[src/rtl/axilite_wr_arbiter.sv]
// -----------------------------------------------------------------------------
// axilite_wr_arbiter
//
// Round-robin arbiter that lets NUM_REQ independent requesters share a single
// AXI4-Lite write-channel user port. At most one address/data word is forwarded
// per clock, and a granted requester may send up to MAX_BURST consecutive words
// before the grant is released and arbitration runs again.
//
// Ports:
//   clk            user write clock (same clock as the downstream user port)
//   reset          asynchronous, active-high reset
//   req_valid      per-requester request, held with addr/data until acked
//   req_addr       packed addresses, requester i at [i*AXI_ADDR_WIDTH +: AXI_ADDR_WIDTH]
//   req_data       packed data, requester i at [i*USER_WR_DATA_WIDTH +: USER_WR_DATA_WIDTH]
//   req_ack        combinational, one-hot or zero: word accepted this cycle
//   user_wr_en     registered write strobe to the write channel
//   user_wr_addr   registered write address
//   user_wr_data   registered write data
//   user_wr_ready  downstream can accept a word
//   grant_id       requester currently owning the grant
//   busy           high while a grant is held
// -----------------------------------------------------------------------------
module axilite_wr_arbiter #(
  parameter int NUM_REQ            = 4,
  parameter int AXI_ADDR_WIDTH     = 32,
  parameter int USER_WR_DATA_WIDTH = 32,
  parameter int MAX_BURST          = 4
) (
  input  logic                                  clk,
  input  logic                                  reset,
  input  logic [NUM_REQ-1:0]                    req_valid,
  input  logic [NUM_REQ*AXI_ADDR_WIDTH-1:0]     req_addr,
  input  logic [NUM_REQ*USER_WR_DATA_WIDTH-1:0] req_data,
  output logic [NUM_REQ-1:0]                    req_ack,
  output logic                                  user_wr_en,
  output logic [AXI_ADDR_WIDTH-1:0]             user_wr_addr,
  output logic [USER_WR_DATA_WIDTH-1:0]         user_wr_data,
  input  logic                                  user_wr_ready,
  output logic [$clog2(NUM_REQ)-1:0]            grant_id,
  output logic                                  busy
);

  localparam int ID_W = $clog2(NUM_REQ);
  localparam int BC_W = $clog2(MAX_BURST + 1);

  typedef enum logic {
    IDLE,
    GRANT
  } state_t;

  state_t          state, state_nxt;
  logic [ID_W-1:0] grant_id_nxt;
  logic [ID_W-1:0] rr_ptr, rr_ptr_nxt;
  logic [BC_W-1:0] burst_cnt, burst_cnt_nxt;

  logic [ID_W-1:0]               winner;
  logic [ID_W-1:0]               search_idx;
  logic [ID_W-1:0]               ptr_after_grant;
  logic                          any_valid;
  logic                          granted_valid;
  logic                          ack_fire;
  logic                          last_word;
  logic [AXI_ADDR_WIDTH-1:0]     sel_addr;
  logic [USER_WR_DATA_WIDTH-1:0] sel_data;

  // Round-robin search starting at rr_ptr. The loop runs from the farthest
  // offset down to offset 0 so that the closest valid requester is the last
  // assignment and therefore wins, without needing an early exit.
  // NOTE: every variable driven in an always_comb gets a default first, so no
  // path can leave it unassigned and infer a latch.
  always_comb begin
    winner     = rr_ptr;
    search_idx = '0;
    for (int k = NUM_REQ - 1; k >= 0; k--) begin
      search_idx = ID_W'((int'(rr_ptr) + k) % NUM_REQ);
      if (req_valid[search_idx]) begin
        winner = search_idx;
      end
    end
  end

  // Word mux for the granted requester, written with constant slice bounds.
  always_comb begin
    sel_addr = '0;
    sel_data = '0;
    for (int i = 0; i < NUM_REQ; i++) begin
      if (grant_id == ID_W'(i)) begin
        sel_addr = req_addr[i*AXI_ADDR_WIDTH +: AXI_ADDR_WIDTH];
        sel_data = req_data[i*USER_WR_DATA_WIDTH +: USER_WR_DATA_WIDTH];
      end
    end
  end

  assign any_valid       = |req_valid;
  assign granted_valid   = req_valid[grant_id];
  assign ack_fire        = (state == GRANT) && granted_valid && user_wr_ready;
  assign last_word       = (burst_cnt == BC_W'(MAX_BURST - 1));
  assign ptr_after_grant = (grant_id == ID_W'(NUM_REQ - 1)) ? '0 : grant_id + 1'b1;

  // Ack is gated by state, so it is zero in IDLE and during reset.
  assign req_ack = ack_fire ? (NUM_REQ'(1) << grant_id) : '0;
  assign busy    = (state == GRANT);

  // Next-state logic.
  always_comb begin
    state_nxt     = state;
    grant_id_nxt  = grant_id;
    rr_ptr_nxt    = rr_ptr;
    burst_cnt_nxt = burst_cnt;
    unique case (state)
      IDLE: begin
        if (any_valid) begin
          grant_id_nxt  = winner;
          burst_cnt_nxt = '0;
          state_nxt     = GRANT;
        end
      end
      GRANT: begin
        if (ack_fire) begin
          burst_cnt_nxt = burst_cnt + 1'b1;
        end
        // Release on a withdrawal or on the last word of the burst; the
        // releasing requester drops to lowest priority. Clearing the count
        // here keeps it below MAX_BURST at all times.
        if (!granted_valid || (ack_fire && last_word)) begin
          state_nxt     = IDLE;
          rr_ptr_nxt    = ptr_after_grant;
          burst_cnt_nxt = '0;
        end
      end
      default: state_nxt = IDLE;
    endcase
  end

  // NOTE: sequential state uses non-blocking assignments so every register
  // samples the pre-edge values, independent of statement order.
  always_ff @(posedge clk or posedge reset) begin
    if (reset) begin
      state     <= IDLE;
      grant_id  <= '0;
      rr_ptr    <= '0;
      burst_cnt <= '0;
    end else begin
      state     <= state_nxt;
      grant_id  <= grant_id_nxt;
      rr_ptr    <= rr_ptr_nxt;
      burst_cnt <= burst_cnt_nxt;
    end
  end

  // Registered user port: one-cycle latency from ack. Address and data hold
  // their last value between writes.
  // NOTE: the address/data registers are reset as well; they are ordinary
  // flops, not a memory array, and a known idle value is wanted downstream.
  always_ff @(posedge clk or posedge reset) begin
    if (reset) begin
      user_wr_en   <= 1'b0;
      user_wr_addr <= '0;
      user_wr_data <= '0;
    end else begin
      user_wr_en <= ack_fire;
      if (ack_fire) begin
        user_wr_addr <= sel_addr;
        user_wr_data <= sel_data;
      end
    end
  end

endmodule
[config.mk]
export PLATFORM = sky130hd
export DESIGN_NAME = axilite_wr_arbiter
export DESIGN_NICKNAME = d
export VERILOG_FILES = /design/src/rtl/axilite_wr_arbiter.sv
export SDC_FILE = /design/constraint.sdc
export NUM_CORES = 1
export LEC_CHECK = 0
export ABC_AREA = 1
export CORE_AREA = 2 2 131 133
export DETAILED_ROUTE_END_ITERATION = 7
export DIE_AREA = 0 0 133 135
export GPL_TIMING_DRIVEN = 0
export PLACE_DENSITY = 0.68
export SLEW_MARGIN = 15
export SYNTH_ARGS = -nofsm -noshare
export SYNTH_HDL_FRONTEND = slang
export SYNTH_SLANG_ARGS = --single-unit
[constraint.sdc]
create_clock -name clk -period 4.5 [get_ports clk]
set_input_delay 0.9 -clock clk [delete_from_list [all_inputs] [get_ports clk]]
set_output_delay 0.9 -clock clk [all_outputs]
set_load 0.05 [all_outputs]
== Word-level counts from Yosys, hierarchy flattened ==
Index checks and enable logic that the tools add are counted.

* Bitwise logic cells: 1
* Reduce and logical (&&, ||, !) cells: 10
* $add $sub $neg: 5
* Mux-type cells: 31
* Eq/ne operators: 6
* Shift-type cells: 1
* Order comparisons: 5

{| class="wikitable"
|+ Operators by type and width
! kind !! count
|-
| 32-bit two-way mux || 8
|-
| 2-bit by 3-bit < comparator with 1-bit output (second input constant) || 5
|-
| 1-bit binary-select mux with 2-bit select || 5
|-
| 2-bit two-way mux || 5
|-
| 3-bit two-way mux || 3
|-
| 1-bit two-way mux || 7
|-
| 3-bit one-hot mux with 2 select lines || 1
|-
| 2-bit AND reduction || 3
|-
| 2-bit by 1-bit adder with 2-bit output (second input constant) || 2
|-
| 2-bit adder (second input constant) || 2
|-
| 2-bit equality test (second input constant) || 2
|-
| 4-bit two-way mux || 1
|-
| 4-bit OR reduction || 1
|-
| 1-bit by 2-bit << shifter with 4-bit output (first input constant) || 1
|-
| 3-bit by 1-bit adder with 3-bit output (second input constant) || 1
|-
| 3-bit by 2-bit equality test with 1-bit output (second input constant) || 1
|-
| 1-bit logical AND || 3
|-
| 3-bit by 1-bit inequality test with 1-bit output (second input constant) || 1
|-
| 2-bit by 1-bit equality test with 1-bit output (second input constant) || 1
|-
| 2-bit logical NOT || 1
|-
| 2-bit inequality test (second input constant) || 1
|-
| 1-bit one-hot mux with 2 select lines || 1
|-
| 1-bit logical NOT || 1
|-
| 1-bit logical OR || 1
|-
| 1-bit NOT || 1
|}

* Flip-flop bits (word level): 73
* Input bits: 263

== Depth between registers and ports, before layout ==
Gate-level depths: netlist of the first run.

* Word-level depth: 8
* Gate-level depth with buffers: 12

== Worst setup path before layout of the first run ==
Ideal clock, no wire load.

* Kind: register to output
* Start: reg grant_id[0]
* End: out req_ack[1]
* Path buffers: 2
* Arrival: 2.197 ns
* Setup slack: 1.403 ns
* Stages on the path, launching flop included: 6
* Path through: dfrtp_1 -> ha_1 -> buf_2 -> buf_1 -> inv_1 -> nor2_1

* Longest elaborated chain between the ends: 5
* Elaborated cells between the ends (all ways): 6
* Those cells by class: shift (1); mux (3); reduce/logical (2)

{| class="wikitable"
|+ Ends and longest elaborated chain
! what !! line !! source
|-
| from (decl) || 39 || <nowiki>output logic [$clog2(NUM_REQ)-1:0] grant_id,</nowiki>
|-
| from (signal assigned) || 145 || <nowiki>grant_id <= grant_id_nxt;</nowiki>
|-
| 1-bit binary-select mux with 2-bit select || 95 || <nowiki>assign granted_valid = req_valid[grant_id];</nowiki>
|-
| 1-bit two-way mux (implied by the code) || 95 ||
|-
| 1-bit logical AND (2 in series) || 96 || <nowiki>assign ack_fire = (state == GRANT) && granted_valid && user_wr_ready;</nowiki>
|-
| 4-bit two-way mux (*) || 101 || <nowiki>assign req_ack = ack_fire ? (NUM_REQ'(1) << grant_id) : '0;</nowiki>
|-
| to (decl) || 34 || <nowiki>output logic [NUM_REQ-1:0] req_ack,</nowiki>
|}

Mark *: on every way between the ends. The rest lies on a longest branch, timed or not. The select of a mux whose other input is x is not followed.

== Worst setup path in the final report of the first run ==
* Start: in req_valid[3]
* End: out req_ack[0]

* Longest elaborated chain between the ends: 5

{| class="wikitable"
|+ Ends and longest elaborated chain
! what !! line !! source
|-
| from (decl) || 31 || <nowiki>input logic [NUM_REQ-1:0] req_valid,</nowiki>
|-
| 1-bit binary-select mux with 2-bit select || 95 ||
|-
| 1-bit two-way mux (implied by the code) || 95 ||
|-
| 1-bit logical AND (2 in series) || 96 ||
|-
| 4-bit two-way mux || 101 ||
|}

No other way between the ends. The select of a mux whose other input is x is not followed.

==> results of run 1 <==
[state kept, by name (all words and copies together) (netlist names)]
register	cells
user_wr_en	1
rr_ptr	2
user_wr_data	32
user_wr_addr	32
busy	1
grant_id	2
burst_cnt	3
[cells in the final DEF (no fill, tap or decap)]
master           Yosys  routed
buf_4                2       2
nand3b_1             1       1
clkinv_2             0       4
buf_1                7       7
nand4_1              1       1
nand2_1            242     242
o21bai_1             1       1
clkbuf_16            0       9
o31ai_1              1       1
nand3_1              9       9
inv_1               20      19
o211ai_1            64      64
dfrtp_1             73      73
o21ai_0              7       7
inv_2                2       2
clkdlybuf4s50_1      0     334
nor2_2               2       2
nand2_2              1       1
a31oi_1             65      65
buf_2               11      11
a21oi_1             64      64
nor2_1              71      71
clkbuf_8             0       1
inv_4                0       1
clkbuf_1            31      32
ha_1                 6       6
buf_6                5       5
buf_16               0       1
[power by group through the flow]
stage	clock (mW)	combinational [mW]	sequential, mW
after floorplan	0	1.90	2.26
after global placement	0	4.53	1.18
after detailed placement	0	4.55	1.20
after CTS	0.674	4.57	1.19
after global routing	0.702	4.94	1.23
final	0.658	4.54	1.19
[synthesized netlist by cell type]
master / count
a21oi_1: 64
a31oi_1: 65
buf_1: 7
buf_2: 11
buf_4: 2
buf_6: 5
clkbuf_1: 31
dfrtp_1: 73
ha_1: 6
inv_1: 20
inv_2: 2
nand2_1: 242
nand2_2: 1
nand3_1: 9
nand3b_1: 1
nand4_1: 1
nor2_1: 71
nor2_2: 2
o211ai_1: 64
o21ai_0: 7
o21bai_1: 1
o31ai_1: 1
[kinds of logic (layout without fill, tap and decap cells)]
logic type      after synthesis  after routing  share of synthesized area (%)
buf+inv                      78            428                           7.38
flops                        73             73                           38.4
compound gates              202            202                           26.4
fa+ha+maj                     6              6                           1.58
simple gates                327            327                           26.3
[critical path: stages]
cell	delay, ns
clkdlybuf4s50_1	0.50
nand2_1	0.06
nand3_1	0.09
nand2_1	0.09
nor2_2	0.12
nand2_2	0.13
nor2_1	0.13
clkdlybuf4s50_1	0.84
[area by class of cell]
type	count	share of cell area, %
Multi-Input combinational cell	535	29.8
Timing Repair Buffer	335	38.9
Clock inverter	4	0.231
Buffer	56	3.10
Sequential cell	73	21.1
Tap cell	220	3.17
Inverter	22	0.981
Clock buffer	11	2.80
[path summary, 6_finish.rpt]
path                              startpoint               to  slack, ns
worst max-delay path            req_valid[3]       req_ack[0]       0.75
worst min-delay path            burst_cnt[1]     burst_cnt[1]       0.48
worst max register to register   grant_id[0]  user_wr_addr[6]       1.99
worst min register to register  burst_cnt[1]     burst_cnt[1]       0.48
max in group asynchronous              reset     burst_cnt[0]       3.02
min in group asynchronous              reset  user_wr_addr[5]       0.89
[per-layer routing]
layer  part of all wire [%]  wire, um  vias to the layer above
li1                       -         -                     3036
met1                     40      8870                     2800
met2                     48     10600                      263
met3                    8.0      1760                       49
met4                    3.5       771                        0
met5                      0         0                        -
[metrics by stage]
stage / utilization, % / cell area [um2] / total power [mW]
2_1_floorplan: - / 4760 / 4.15
3_3_place_gp: 51.1 / 8380 / 5.71
3_5_place_dp: 51.3 / 8410 / 5.75
4_1_cts: 52.9 / 8670 / 6.43
5_1_grt: 52.9 / 8670 / 6.87
6_report: 52.9 / 8670 / 6.38
==> impl_metrics.json, run 1 <==
{
  "fp.dieW_um": 133,
  "boundaryPins": 335,
  "place.gp.congestion": 0.925,
  "pwr-share-comb_pct": 71.1,
  "place_ws_ns": 0.760,
  "top_usage_layer": "met2",
  "initial_core_util_pct": 29.0,
  "max-clock-path-buffers": 2,
  "ys_seq_area_share_pct": 38.4,
  "drt-total-wl_um": 22000,
  "yosys_register_bits": 73,
  "grtUsageMet1_pct": 29.1,
  "use_met3_pct": 5.86,
  "syn_nets": 955,
  "swShare_pct": 53.9,
  "cts-root-buf": "clkbuf_16",
  "cts_setup_buffers": 0,
  "holdPathStages": 2,
  "synth.distinct_cells": 22,
  "core_area_um2": 16400,
  "syn_to_final_growth_pct": 82.1,
  "worst_pin_slew_ns": 0.834,
  "clkLatencyLatePin_ns": 0.33,
  "cp_max_fo": 7,
  "p_int_mw": 2.94,
  "hpwl_um": 17100,
  "grt-ovfl-total": 0,
  "hold_viol": 0,
  "whs_ns": 0.485,
  "ctsHoldBuffers": 0,
  "fillerInstances": 1615,
  "drtIter0Drc": 271,
  "switching_power_mw": 3.44,
  "syn_inst": 686,
  "fin_tns_setup_ns": 0,
  "yosysTopAreaCell": "dfrtp_1",
  "cts_resized": 0,
  "die_h_um": 135,
  "antenna_left": 0,
  "min_path_type": "reg2reg",
  "fin_crit_ns": 3.75,
  "dp.cells": 1241,
  "powerDensity_nw_per_um2": 736,
  "n_antenna_cell": 0,
  "fin_crit_sh_pct": 83.4,
  "fin_skew_ns": 0.00447,
  "irDropWorstVdd_uv": 336,
  "setup_viol": 0,
  "run_status": "finished clean",
  "layout.cells.non_filler": 1256,
  "port_buffers": 334,
  "grt_usage_pct": 24.2,
  "end_kind": "primary output",
  "use_met2_pct": 41.6,
  "grt_pass1_vias": 6049,
  "worstSetupStartpointType": "input port",
  "grt_pass1_wl_um": 33600,
  "regArea_um2": 1830,
  "synth_top_area_share_pct": 38.4,
  "grt_max_degree": 51,
  "clock_sinks": 73,
  "worstPathRequired_ns": 3.60,
  "via_count": 6148,
  "cts-buffers-inserted": 9,
  "drt-vias-per-instance": 4.89,
  "yosysWarnings": 0,
  "h-tree-depth": 3,
  "worstSetupPathType": "in2out",
  "drt-wirelength-per-cell_um": 17.5,
  "worst_slack_ns": 0.746,
  "p_leak_nw": 3.52,
  "arrival_ns": 2.85,
  "dr.pass1.iters": 5,
  "multi_input_comb_area_um2": 2580,
  "slew_violations": 0,
  "die_area_um2": 18000,
  "cap_violations": 0,
  "r2r_cells": 9,
  "fmaxAchievable_ghz": 0.266,
  "seqPwrFrac_pct": 18.6,
  "clk_pin_slew_ns": 0.05,
  "drc_errors": 0,
  "syn_area_um2": 4760,
  "rsz0062_at_grt": "no",
  "num_rows": 47,
  "post_route_cells_drive_above_1_share_pct": 3.76,
  "syn_avg_cell_area_um2": 6.94,
  "cts_tree": "yes",
  "slew_headroom_pct": 44.3,
  "antenna_found_initial": 0,
  "clockPowerShare_pct": 10.3,
  "fin_nets": 1301,
  "synth_area_leaders": "dfrtp_1 38%, nand2_1 19%, o211ai_1 10%, a31oi_1 8.5%, a21oi_1 6.7%"
}
No activity file was read; power rests on OpenSTA's default activity.
==> inputs of run 2 (changes only) <==
CORE_AREA = 2 2 129 131   (was 2 2 131 133)
DIE_AREA = 0 0 131 133   (was 0 0 133 135)
PLACE_DENSITY = 0.73   (was 0.68)
clock period = 3.4 ns   (was 4.5 ns; I/O delays follow)
==> run 2 against run 1 <==
Against the previous run: non-clock buffer count did not move; hold slack improved by 0.0015 ns; register-to-register slack got worse by 0.96 ns; cell area rose by 0.61%; critical path depth fell by 1; largest cell class unchanged; largest power group unchanged.
==> impl_metrics.json, run 2 (same netlist as run 1, synthesis figures left out) <==
{
  "run_status": "finished clean",
  "h-tree-depth": 3,
  "arrival_ns": 2.52,
  "fin_skew_ns": 0.00497,
  "clockPowerShare_pct": 11.7,
  "dr.pass1.iters": 4,
  "drtIter0Drc": 281,
  "via_count": 6177,
  "whs_ns": 0.486,
  "setup_viol": 0,
  "end_kind": "primary output",
  "initial_core_util_pct": 29.5,
  "p_leak_nw": 3.60,
  "post_route_cells_drive_above_1_share_pct": 3.76,
  "switching_power_mw": 4.54,
  "drt-vias-per-instance": 4.91,
  "cap_violations": 0,
  "clkLatencyLatePin_ns": 0.34,
  "min_path_type": "reg2reg",
  "seqPwrFrac_pct": 18.3,
  "fin_crit_ns": 3.20,
  "swShare_pct": 53.1,
  "boundaryPins": 335,
  "min_to": "burst_cnt[1]",
  "slew_violations": 0,
  "cts-buffers-inserted": 9,
  "final_cell_mix": "330 x clkdlybuf4s50_1, 242 x nand2_1, 73 x dfrtp_1",
  "layout_commonest_cell": "clkdlybuf4s50_1",
  "die_h_um": 133,
  "grt_pass1_wl_um": 32000,
  "hpwl_um": 16800,
  "clock_sinks": 73,
  "cts_tree": "yes",
  "clk_pin_slew_ns": 0.06,
  "grt-ovfl-total": 0,
  "holdPathStages": 2,
  "grt_pass1_vias": 6042,
  "antenna_found_initial": 0,
  "cp_max_fo": 10,
  "core_area_um2": 16200,
  "grt_max_degree": 43,
  "worst_pin_slew_ns": 0.737,
  "n_antenna_cell": 0,
  "r2r-end": "user_wr_addr[17]",
  "hold_viol": 0,
  "fillerInstances": 1574,
  "p_total_mw": 8.57,
  "p_int_mw": 4.02,
  "num_rows": 47,
  "worstSetupPathType": "reg2out",
  "cts-root-buf": "clkbuf_16",
  "ctsHoldBuffers": 0,
  "fp.dieW_um": 131,
  "fin_nets": 1301,
  "die_area_um2": 17400,
  "place_ws_ns": 0.0528,
  "drt-total-wl_um": 21600,
  "fin_crit_sh_pct": 94.2,
  "pwr-share-comb_pct": 70.0,
  "drt-wirelength-per-cell_um": 17.2,
  "place.gp.congestion": 0.887,
  "worstPathRequired_ns": 2.72,
  "syn_to_final_growth_pct": 83.2,
  "worstSetupStartpointType": "flop",
  "hold_start": "burst_cnt[1]",
  "port_buffers": 334,
  "grt_usage_pct": 24.2,
  "r2r_cells": 7,
  "fin_tns_setup_ns": 0,
  "slew_headroom_pct": 50.8,
  "worst_slack_ns": 0.197,
  "rsz0062_at_grt": "no",
  "largestRegisters": "user_wr_addr x32, user_wr_data x32, burst_cnt x3",
  "irDropWorstVdd_uv": 389,
  "antenna_left": 0,
  "rrSetupSlack_ns": 1.03,
  "critical_path.reg2reg.startpoint": "grant_id[0]",
  "powerDensity_nw_per_um2": 981,
  "fmaxAchievable_ghz": 0.312,
  "drc_errors": 0,
  "max-clock-path-buffers": 2
}
-- run 2: cell count changes in the layout (fill, tap and decap cells not counted) --
| cell | delta |
|---|---|
| clkbuf_8 | +2 |
| dlygate4sd2_1 | +1 |
| clkdlybuf4s50_1 | -4 |
| clkbuf_1 | +1 |
| dlymetal6s2s_1 | +3 |
| bufinv_16 | +1 |
| clkinv_2 | -3 |
-- run 2: worst max-delay path by stage --
stage                 start                to  slack (ns)  depth (start not counted)
6_report        grant_id[1]        req_ack[1]        0.20                          7
5_1_grt         grant_id[1]        req_ack[1]      0.0006                          7
4_1_cts        req_valid[3]        req_ack[0]        0.04                          8
3_5_place_dp   req_valid[3]        req_ack[0]        0.05                          8
3_3_place_gp          reset  user_wr_data[11]       -0.56                          2
2_1_floorplan   grant_id[0]        req_ack[1]        0.52                          5
-- run 2: cell type report --
type / count / area [um2] / area share (%)
multi-input combinational: 535 / 2580 / 29.6
buffer: 56 / 269 / 3.08
timing repair buffer: 335 / 3380 / 38.7
inverter: 22 / 85.1 / 0.975
clock inverter: 2 / 35.0 / 0.401
sequential: 73 / 1830 / 20.9
clock buffer: 14 / 274 / 3.14
tap: 220 / 275 / 3.15
-- run 2: per-layer routing --
layer,routed length [um],share of wire (%),vias up,global-route usage [%]
li1,-,-,3043,-
met2,10700,49,245,42.1
met5,0,0,-,0
met1,8650,40,2844,28.7
met4,635,2.9,0,9.52
met3,1650,7.6,45,5.30
-- run 2: repair_timing --
action / 4_1_cts / 5_1_grt
resized for setup: 1 / 3
endpoints found under the hold margin: 0 / 0
setup buffers: 0 / 0
setup endpoints to repair: 1 / 3
cloned: 0 / 0
pin swaps: 0 / 0
-- run 2: worst max-delay path: stages, from the launching register on --
cell and delay (ns):
dfrtp_1 0.44, inv_1 0.13, ha_1 0.21, buf_2 0.31
buf_1 0.40, inv_1 0.08, nor2_1 0.10, dlygate4sd2_1 0.53
-- run 2: stage by stage --
step	cells	utilization [%]	instance area, um2
after floorplan	686	-	4760
after global placement	1240	51.8	8380
after detailed placement	1241	52.0	8410
after CTS	1257	53.9	8720
after global routing	1257	54.0	8730
final	1257	54.0	8730
-- run 2: power groups by stage --
stage / Clock [mW] / Sequential, mW / Combinational, mW
2_1_floorplan: 0 / 2.99 / 2.51
3_3_place_gp: 0 / 1.57 / 5.97
3_5_place_dp: 0 / 1.58 / 6.03
4_1_cts: 1.02 / 1.57 / 6.05
5_1_grt: 1.06 / 1.64 / 6.49
6_report: 1.00 / 1.57 / 6.00
==> inputs of run 3 (changes only) <==
CAP_MARGIN = 0   (was not set)
CTS_CLUSTER_DIAMETER = 50   (was not set)
==> results of run 3 <==
The final DEF is identical to that of run 2; final timing and power are the same.
